### config.mk
export PLATFORM = sky130hd
export DESIGN_NAME = srrc_mac_sched
export DESIGN_NICKNAME = d
export VERILOG_FILES = /design/src/rtl/srrc_pkg.sv /design/src/rtl/srrc_mac.sv /design/src/rtl/srrc_mac_sched.sv
export SDC_FILE = /design/constraint.sdc
export NUM_CORES = 2
export LEC_CHECK = 0
export BUFFER_PORTS_ARGS = -buffer_cell sky130_fd_sc_hd__buf_2
export CORE_MARGIN = 1
export CORE_UTILIZATION = 35
export CTS_CLUSTER_DIAMETER = 40
export CTS_CLUSTER_SIZE = 25
export DETAILED_ROUTE_END_ITERATION = 8
export GPL_TIMING_DRIVEN = 0
export SKIP_LAST_GASP = 1
export SYNTH_ARGS = -nofsm -noshare
export SYNTH_HDL_FRONTEND = slang
export SYNTH_SLANG_ARGS = --single-unit
### constraint.sdc
create_clock -name clk -period 13.9 [get_ports clk]
set_input_delay 0.695 -clock clk [delete_from_list [all_inputs] [get_ports clk]]
set_output_delay 0.695 -clock clk [all_outputs]
set_load 0.02 [all_outputs]
### src/rtl/srrc_pkg.sv
// Shared constants for the folded 17-tap SRRC sequencer: tap counts, the
// default coefficient half-set, FSM encoding and the output saturation helper.
package srrc_pkg;

  localparam int NUM_TAPS = 17;
  localparam int NUM_UNIQ = 9;
  localparam int SRRC_CW  = 18;

  typedef logic signed [SRRC_CW-1:0] coef_t;

  // Outer taps first; entry 8 is the centre tap.
  localparam coef_t SRRC_B [NUM_UNIQ] = '{
    18'sd314, -18'sd2115, -18'sd5743, -18'sd6936, -18'sd719,
    18'sd15367, 18'sd37897, 18'sd57966, 18'sd66023
  };

  typedef enum logic [1:0] {
    IDLE  = 2'd0,
    ACCUM = 2'd1,
    DONE  = 2'd2
  } state_e;

  function automatic logic signed [63:0] sat_to_width(input logic signed [63:0] v,
                                                      input int w);
    logic signed [63:0] hi;
    logic signed [63:0] lo;
    hi = (64'sd1 <<< (w - 1)) - 64'sd1;
    lo = -(64'sd1 <<< (w - 1));
    if (v > hi) begin
      return hi;
    end else if (v < lo) begin
      return lo;
    end
    return v;
  endfunction

endpackage

### src/rtl/srrc_mac.sv
// Shared pre-add / multiply / accumulate datapath for the folded SRRC filter.
// acc presents the running sum including the term selected this cycle.
module srrc_mac #(
  parameter int DW = 18,
  parameter int CW = 18,
  parameter int AW = 40
) (
  input  logic                 clk,
  input  logic                 reset,
  input  logic                 clr,
  input  logic                 en,
  input  logic signed [DW-1:0] a,
  input  logic signed [DW-1:0] b_sym,
  input  logic signed [CW-1:0] coef,
  output logic signed [AW-1:0] acc
);

  logic signed [DW:0]      pre_sum;
  logic signed [DW+CW:0]   pre_ext;
  logic signed [DW+CW:0]   coef_ext;
  logic signed [DW+CW:0]   prod;
  logic signed [AW-1:0]    prod_ext;
  logic signed [AW-1:0]    acc_q;
  logic signed [AW-1:0]    acc_d;

  always_comb begin
    pre_sum  = {a[DW-1], a} + {b_sym[DW-1], b_sym};
    pre_ext  = {{CW{pre_sum[DW]}}, pre_sum};
    coef_ext = {{(DW+1){coef[CW-1]}}, coef};
    prod     = pre_ext * coef_ext;
    prod_ext = {{(AW-DW-CW-1){prod[DW+CW]}}, prod};
    acc      = en ? (acc_q + prod_ext) : acc_q;
    acc_d    = clr ? '0 : acc;
  end

  always_ff @(posedge clk or posedge reset) begin
    if (reset) begin
      acc_q <= '0;
    end else begin
      acc_q <= acc_d;
    end
  end

endmodule

### src/rtl/srrc_mac_sched.sv
// Folded 17-tap symmetric SRRC filter sequencer: one MAC walks the 9 unique
// coefficients per accepted sample. Optional runtime coefficient writes via SRRC_COEF_WR_EN.
module srrc_mac_sched
  import srrc_pkg::*;
#(
  parameter int DW   = 18,
  parameter int CW   = 18,
  parameter int AW   = 40,
  parameter int FRAC = 17
) (
  input  logic          clk,
  input  logic          reset,
  input  logic [DW-1:0] in_data,
  input  logic          in_valid,
  output logic          in_ready,
`ifdef SRRC_COEF_WR_EN
  input  logic          coef_wr_en,
  input  logic [3:0]    coef_wr_addr,
  input  logic [CW-1:0] coef_wr_data,
`endif
  output logic [DW-1:0] out_data,
  output logic          out_valid,
  input  logic          out_ready
);

  state_e                state_q, state_d;
  logic [3:0]            idx_q, idx_d;
  logic signed [DW-1:0]  x_q [NUM_TAPS];
  logic signed [DW-1:0]  x_d [NUM_TAPS];
  logic signed [DW-1:0]  out_data_q, out_data_d;
  logic                  out_valid_q, out_valid_d;

  logic                  mac_clr;
  logic                  mac_en;
  logic signed [DW-1:0]  mac_a;
  logic signed [DW-1:0]  mac_b;
  logic signed [CW-1:0]  coef_sel;
  logic signed [AW-1:0]  mac_acc;
  logic [4:0]            idx5;
  logic [4:0]            mirror_idx;
  logic signed [63:0]    acc_wide;
  logic signed [63:0]    acc_shr;
  logic signed [DW-1:0]  sat_out;

`ifdef SRRC_COEF_WR_EN
  logic signed [CW-1:0]  coef_q [NUM_UNIQ];
  logic signed [CW-1:0]  coef_d [NUM_UNIQ];

  // Coefficients only change between samples so a result never mixes two sets.
  always_comb begin
    coef_d = coef_q;
    if (coef_wr_en && (state_q == IDLE) && (coef_wr_addr < 4'(NUM_UNIQ))) begin
      coef_d[coef_wr_addr] = $signed(coef_wr_data);
    end
  end

  assign coef_sel = coef_q[idx_q];
`else
  assign coef_sel = SRRC_B[idx_q];
`endif

  // Operand select: tap idx pairs with its mirror; the centre tap has no partner.
  always_comb begin
    idx5       = {1'b0, idx_q};
    mirror_idx = 5'd16 - idx5;
    mac_a      = x_q[idx5];
    mac_b      = (idx_q == 4'd8) ? '0 : x_q[mirror_idx];
  end

  srrc_mac #(
    .DW (DW),
    .CW (CW),
    .AW (AW)
  ) u_mac (
    .clk   (clk),
    .reset (reset),
    .clr   (mac_clr),
    .en    (mac_en),
    .a     (mac_a),
    .b_sym (mac_b),
    .coef  (coef_sel),
    .acc   (mac_acc)
  );

  // Output scaling: floor by FRAC then clamp to the DW-bit sample range.
  always_comb begin
    acc_wide = {{(64-AW){mac_acc[AW-1]}}, mac_acc};
    acc_shr  = acc_wide >>> FRAC;
    sat_out  = DW'(sat_to_width(acc_shr, DW));
  end

  always_comb begin
    state_d     = state_q;
    idx_d       = idx_q;
    x_d         = x_q;
    out_data_d  = out_data_q;
    out_valid_d = out_valid_q;
    mac_clr     = 1'b0;
    mac_en      = 1'b0;
    case (state_q)
      IDLE: begin
        if (in_valid) begin
          x_d[0] = $signed(in_data);
          for (int k = 1; k < NUM_TAPS; k++) begin
            x_d[k] = x_q[k-1];
          end
          mac_clr = 1'b1;
          idx_d   = '0;
          state_d = ACCUM;
        end
      end
      ACCUM: begin
        mac_en = 1'b1;
        if (idx_q == 4'(NUM_UNIQ - 1)) begin
          out_data_d  = sat_out;
          out_valid_d = 1'b1;
          state_d     = DONE;
        end else begin
          idx_d = idx_q + 4'd1;
        end
      end
      DONE: begin
        if (out_ready) begin
          out_valid_d = 1'b0;
          state_d     = IDLE;
        end
      end
      default: begin
        state_d = IDLE;
      end
    endcase
  end

  always_ff @(posedge clk or posedge reset) begin
    if (reset) begin
      state_q     <= IDLE;
      idx_q       <= '0;
      out_data_q  <= '0;
      out_valid_q <= 1'b0;
      for (int k = 0; k < NUM_TAPS; k++) begin
        x_q[k] <= '0;
      end
`ifdef SRRC_COEF_WR_EN
      coef_q <= SRRC_B;
`endif
    end else begin
      state_q     <= state_d;
      idx_q       <= idx_d;
      out_data_q  <= out_data_d;
      out_valid_q <= out_valid_d;
      x_q         <= x_d;
`ifdef SRRC_COEF_WR_EN
      coef_q <= coef_d;
`endif
    end
  end

  assign in_ready  = (state_q == IDLE);
  assign out_data  = out_data_q;
  assign out_valid = out_valid_q;

endmodule

Word level (Yosys, flattened, before mapping)
Memories as Yosys holds them, arrays and structs flattened.
Index checks and enable logic that the tools add are counted.
{"block": "op_classes", "addsub": 4, "mul": 1, "magnitude_cmp": 5, "eq_ne": 7, "muxes": 29, "n_bitwise": 3, "n_reduce_logical": 9}
{"operator": "$bmux 18 s5", "count": 2}
{"operator": "$mux 18", "count": 10}
{"operator": "$mux 40", "count": 2}
{"operator": "$add 40x37->40", "count": 1}
{"operator": "$mul 19x18->37", "count": 1}
{"operator": "$gt 23x18->1 const B", "count": 1}
{"operator": "$lt 23x18->1 const B", "count": 1}
{"operator": "$add 18x18->19", "count": 1}
{"operator": "$ge 6x6->1 const B", "count": 2}
{"operator": "$reduce_and 3->1", "count": 3}
{"operator": "$mux 4", "count": 2}
{"operator": "$ne 2x2->1 const B", "count": 4}
{"operator": "$pmux 4 s2", "count": 1}
{"operator": "$mux 1", "count": 7}
{"operator": "$mux 2", "count": 3}
{"operator": "$not 4->6", "count": 1}
{"operator": "$not 5->6", "count": 1}
{"operator": "$pmux 2 s3", "count": 1}
{"operator": "$reduce_bool 2->1", "count": 3}
{"operator": "$ge 5x5->1 const B", "count": 1}
{"operator": "$not 4->5", "count": 1}
{"operator": "$sub 5x4->5 const A", "count": 1}
{"operator": "$add 4x1->4 const B", "count": 1}
{"operator": "$eq 4x4->1 const B", "count": 1}
{"operator": "other kinds (5)", "count": 6}
{"block": "totals", "reg_bits": 371, "rom_bits": 288, "inputBits": 22, "output_inout_bits": 20, "wordCells": 82, "n_memories": 1}
{"memory": "(name not given)", "words": 16, "width": 18, "rd": 1, "rd_clocked_by_memory_dff": 0, "wr": 0, "line": "srrc_mac_sched.sv:59", "text": "assign coef_sel = SRRC_B[idx_q];"}

Depth between registers and ports, before layout
{"block": "logic_depth", "ltp_word": 14, "ltp_mapped": 49, "depth_no_buf": 42}

Modules after synthesis
A second synthesis with hierarchy kept.
{"block": "unflattened", "cells_unflattened": 2986, "hier_area_um2": 34929.8}
{"module": "srrc_mac_sched", "n_inst": 1, "cells_each": 1110, "area_per_inst_um2": 17544.3, "seq_area_each_um2": 8282.9}
{"module": "srrc_mac", "n_inst": 1, "cells_each": 1876, "area_per_inst_um2": 17385.4, "seq_area_each_um2": 1001.0}

Worst setup path before layout
Ideal clock, no wire load.
{"block": "synth_path", "path_kind": "register to register", "startpoint": "register idx_q[0]", "endpoint": "register out_data_q[4], in the netlist out_data[4]", "setup_ns": 0.073, "arrival_time_ns": 12.906, "t_required_ns": 13.827, "path_slack_ns": 0.921, "path_stages_with_launch": 45, "path_buffers": 6, "synth_period_minus_slack_ns": 12.979, "cell_sequence": "dfrtp_1 > buf_2 > clkbuf_1 > buf_1 > inv_1 > ha_1 > inv_1 > ha_1 > clkbuf_1 > nand3b_1 > nor4_1 > a22o_1 > ha_1 > inv_1 > fa_1 > nor2b_1 > o21ai_0 > a21boi_0 > (+9 left out) > fa_1 > fa_1 > fa_1 > fa_1 > fa_1 > ha_1 > ha_1 > nand4_4 > or4_4 > nor2_4 > a2111oi_2 > or4_1 > and3_4 > o21bai_4 > o41ai_4 > buf_6 > nand2_2 > a21oi_2"}
{"block": "synth_between", "elab_chain_len": 14, "elab_cells_between_ends": 26, "cone_classes": "add/sub (3); mul (1); order compare (2); eq/ne (1); mux (14); bitwise (3); reduce/logical (1); memory (1)"}
{"item": "from (decl)", "line": "srrc_mac_sched.sv:27", "text": "logic [3:0] idx_q, idx_d;"}
{"item": "from (signal assigned)", "line": "srrc_mac_sched.sv:148", "text": "idx_q <= idx_d;"}
{"item": "$sub 5x4->5", "line": "srrc_mac_sched.sv:65", "text": "mirror_idx = 5'd16 - idx5;"}
{"item": "$not 5->6 (implied by the code)", "line": "srrc_mac_sched.sv:67", "text": "mac_b = (idx_q == 4'd8) ? '0 : x_q[mirror_idx];"}
{"item": "$bmux 18 s5", "line": "srrc_mac_sched.sv:67"}
{"item": "$mux 18 (implied by the code) (2 in a row)", "line": "srrc_mac_sched.sv:67"}
{"item": "$mux 18", "line": "srrc_mac_sched.sv:67"}
{"item": "$add 18x18->19", "line": "srrc_mac.sv:27", "text": "pre_sum = {a[DW-1], a} + {b_sym[DW-1], b_sym};"}
{"item": "$mul 19x18->37", "line": "srrc_mac.sv:30", "text": "prod = pre_ext * coef_ext;"}
{"item": "$add 40x37->40", "line": "srrc_mac.sv:32", "text": "acc = en ? (acc_q + prod_ext) : acc_q;"}
{"item": "$mux 40", "line": "srrc_mac.sv:32"}
{"item": "$lt 23x18->1", "line": "srrc_pkg.sv:31", "text": "end else if (v < lo) begin"}
{"item": "$mux 1", "line": "srrc_pkg.sv:31"}
{"item": "$mux 1", "line": "srrc_pkg.sv:29", "text": "if (v > hi) begin"}
{"item": "$mux 18", "line": "srrc_pkg.sv:34", "text": "return v;"}
{"item": "to (signal assigned)", "line": "srrc_mac_sched.sv:149", "text": "out_data_q <= out_data_d;"}
{"item": "to (decl)", "line": "srrc_mac_sched.sv:30", "text": "logic signed [DW-1:0] out_data_q, out_data_d;"}
Several ways; a longest one is shown, not always the timed one. The select of a mux whose other input is x is not followed.
A chain may end at the register's enable or synchronous reset.

Worst setup path in the final report
{"block": "layout_path", "startpoint": "register idx_q[0]", "endpoint": "register out_data_q[8], in the netlist out_data[8]"}
The elaborated chain is that of the path after synthesis.

==> results.json <==
{
  "status": "finished, violations left",
  "violations": "capacitance limit, slew limit",
  "worstSetupPathType": "flip-flop to flip-flop",
  "fillers": 9347,
  "drc": 0,
  "synth_compound_area_frac": 0.06009,
  "place.gp.congestion": 0.9954,
  "grt_pass1_wl_um": 157600,
  "slowest_delay_ns": 0.80,
  "cp-start-kind": "flip-flop",
  "maxSlewViolCount": 11,
  "drtPass1Iterations": 5,
  "antenna_found_initial": 1,
  "yosys.area_share.simple": 0.09085,
  "register_area_um2": 9284,
  "min_path_cells": 2,
  "tightestPinTransition_ns": 1.603,
  "yosys.area.top_type_share": 0.2720,
  "clock_latency_ns": 0.67,
  "min-delay-start": "in_data[4]",
  "synth.area.mux_share": 0.2080,
  "cts_made_buffers": 59,
  "synth_top_family_by_area": "adder cells",
  "setup_violations": 0,
  "synthToLayoutAreaGrowth_pct": 13.28,
  "synth-adder-area-share": 0.2857,
  "vias": 24420,
  "via_per_inst": 5.398,
  "cap_violations": 1,
  "grt_max_degree": 124,
  "ys_top_cells_by_area": "dfrtp_1, fa_1, mux2_2",
  "io_pins": 42,
  "slowest_stage": "xor2_1",
  "syn_area_per_cell_um2": 11.06,
  "reg2reg_slack_ns": 0.54,
  "synth_fp_nets": 3651,
  "dieArea_um2": 98760,
  "routed_wl_um": 100500,
  "layout_commonest_cell": "inv_1",
  "ys_seq_area_frac": 0.2720,
  "h-tree-depth": 2,
  "fin_skew_ns": 0.07672,
  "hpwlAfterDp_um": 79800,
  "r2r-start": "idx_q[0]$_DFFE_PP0P_",
  "slew_headroom": -0.06856,
  "drive_gt1_frac": 0.2205,
  "worst_setup_path_end_kind": "flip-flop",
  "die_w_um": 314.3,
  "wl_per_cell_um": 22.22,
  "fin_nets": 3763,
  "instances_no_fill": 4524,
  "worstHoldEndpoint": "x_q[292]$_DFFE_PP0P_",
  "synth-async-reset-ratio": 1.000,
  "post-place-cells": 4407,
  "syn_inst": 3085,
  "worst_ep_arrival_time_ns": 13.90,
  "start_util": 0.3529,
  "crit_required_ns": 14.43,
  "tritoncts": "done",
  "final_cell_mix": "inv_1, fa_1, dfrtp_1, mux2_2, nand2_1",
  "drt-initial-drc-count": 1964,
  "multi_input_area_um2": 22910,
  "hold_path_class": "input pin to flip-flop",
  "rr_endpoint": "out_data[8]$_DFFE_PP0P_",
  "synth_edf_count": 0,
  "clock-root-buffer": "clkbuf_16",
  "dieHeight_um": 314.3,
  "cts_buffer_depth": 3,
  "ys_types": 78,
  "io_buffers": 41,
  "grt_pass1_vias": 25670,
  "cts_sinks": 371,
  "synth_xor_xnor_area_share": 0.01848,
  "floorplan.rows": 114,
  "ys_ff_latch": 371,
  "grtUsageTotal": 0.2109,
  "clk_transition_reported_paths_ns": 0.06,
  "rr_worst_depth": 44,
  "cpMostUsedCell": "fa_1",
  "min_period_ns": 13.36,
  "synth_largest_area_cell": "dfrtp_1",
  "yosysWarnings": 0,
  "ys.flop_type": "dfrtp_1",
  "grt_overflow_total": 0,
  "synth_area_um2": 34130,
  "detail-route-antenna-nets": 0,
  "finalHoldViolations": 0,
  "path_max_fanout": 10,
  "whs_ns": 0.2687,
  "coreArea_um2": 96710,
  "fmax_mhz": 74.82,
  "period_share": 0.9615
}
## registers in the layout (all words and copies together), names as in the netlist
signal       flops
u_mac.acc_q     40
out_data        18
out_valid        1
idx_q            4
x_q            306
state_q          2
## cell usage after synthesis, types with 17 or more instances
cell and number:
mux4_2 143, dfrtp_1 371, inv_1 423, mux2_2 308, o211ai_1 21, o21ai_0 57
xor2_1 28, nand2b_1 21, a21oi_1 79, nand2_1 300, xnor2_1 44, mux2i_1 41
nor2b_1 33, fa_1 392, ha_1 152, nor2_1 253, clkbuf_1 137, nor3_1 20
a22o_1 17
## per-layer routing
layer,track usage,routed length (µm),vias to the layer above
li1,-,-,10530
met1,0.2973,43600,12750
met2,0.3299,46000,948
met3,0.03505,7554,190
met4,0.06885,3373,0
met5,0,0,-
## repair_timing
action,4_1_cts,5_1_grt
setup endpoints to repair,44,19
hold endpoints to repair,32,0
pin swaps,2,2
cloned,0,0
resized for setup,48,29
setup buffers,6,5
hold buffers,1,0
## cells by family after synthesis
logic type | after synthesis
AOI/OAI and AO/OA | 307
buffers and inverters | 584
adders and majority gates | 544
muxes | 492
xor gates and xnor gates | 72
DFF | 371
and+or+nand+nor | 715
## layout make-up
class | instances | share of cell area
Tap cell | 1276 | 0.04130
Inverter | 423 | 0.04126
Sequential cell | 371 | 0.2401
Antenna cell | 1 | 0.00006473
Clock buffer | 63 | 0.03935
Buffer | 154 | 0.01676
Clock inverter | 48 | 0.01741
Multi-Input combinational cell | 2130 | 0.5926
Timing Repair Buffer | 58 | 0.01107
## stage by stage
| stage | cell area, µm² | TNS, ns | setup slack [ns] | util |
|---|---|---|---|---|
| after floorplan | 34130 | 0 | 0.9207 | - |
| after global placement | 35930 | -776.94 | -2.929 | 0.3715 |
| after detailed placement | 36070 | -85.87 | -2.912 | 0.3729 |
| after CTS | 38520 | 0 | 0.004770 | 0.3984 |
| after global routing | 38660 | -0.001242 | -0.001242 | 0.3997 |
| final | 38660 | 0 | 0.5355 | 0.3998 |
## worst max path at each step
stage / start / to / slack [ns] / cells past startpoint
after floorplan: idx_q[0]$_DFFE_PP0P_ / out_data[4]$_DFFE_PP0P_ / 0.92 / 44
after global placement: idx_q[0]$_DFFE_PP0P_ / out_data[8]$_DFFE_PP0P_ / -2.93 / 41
after detailed placement: idx_q[0]$_DFFE_PP0P_ / out_data[8]$_DFFE_PP0P_ / -2.91 / 42
after CTS: idx_q[0]$_DFFE_PP0P_ / out_data[0]$_DFFE_PP0P_ / 0.005 / 45
after global routing: idx_q[0]$_DFFE_PP0P_ / out_data[0]$_DFFE_PP0P_ / -0.001 / 47
final: idx_q[0]$_DFFE_PP0P_ / out_data[8]$_DFFE_PP0P_ / 0.54 / 44
## worst max-delay path, delay by kind of cell (launching register included)
kind | cells | cell delay [ns]
AOI/OAI and AO/OA | 11 | 2.11
adders and majority gates | 11 | 4.85
muxes | 2 | 0.83
and+or+nand+nor | 8 | 1.97
buffers and inverters | 11 | 2.26
xor gates and xnor gates | 1 | 0.80
DFF | 1 | 0.40
Power is not shown: default switching activity piles up to over one toggle a cycle in this logic, so the estimate is an artifact.
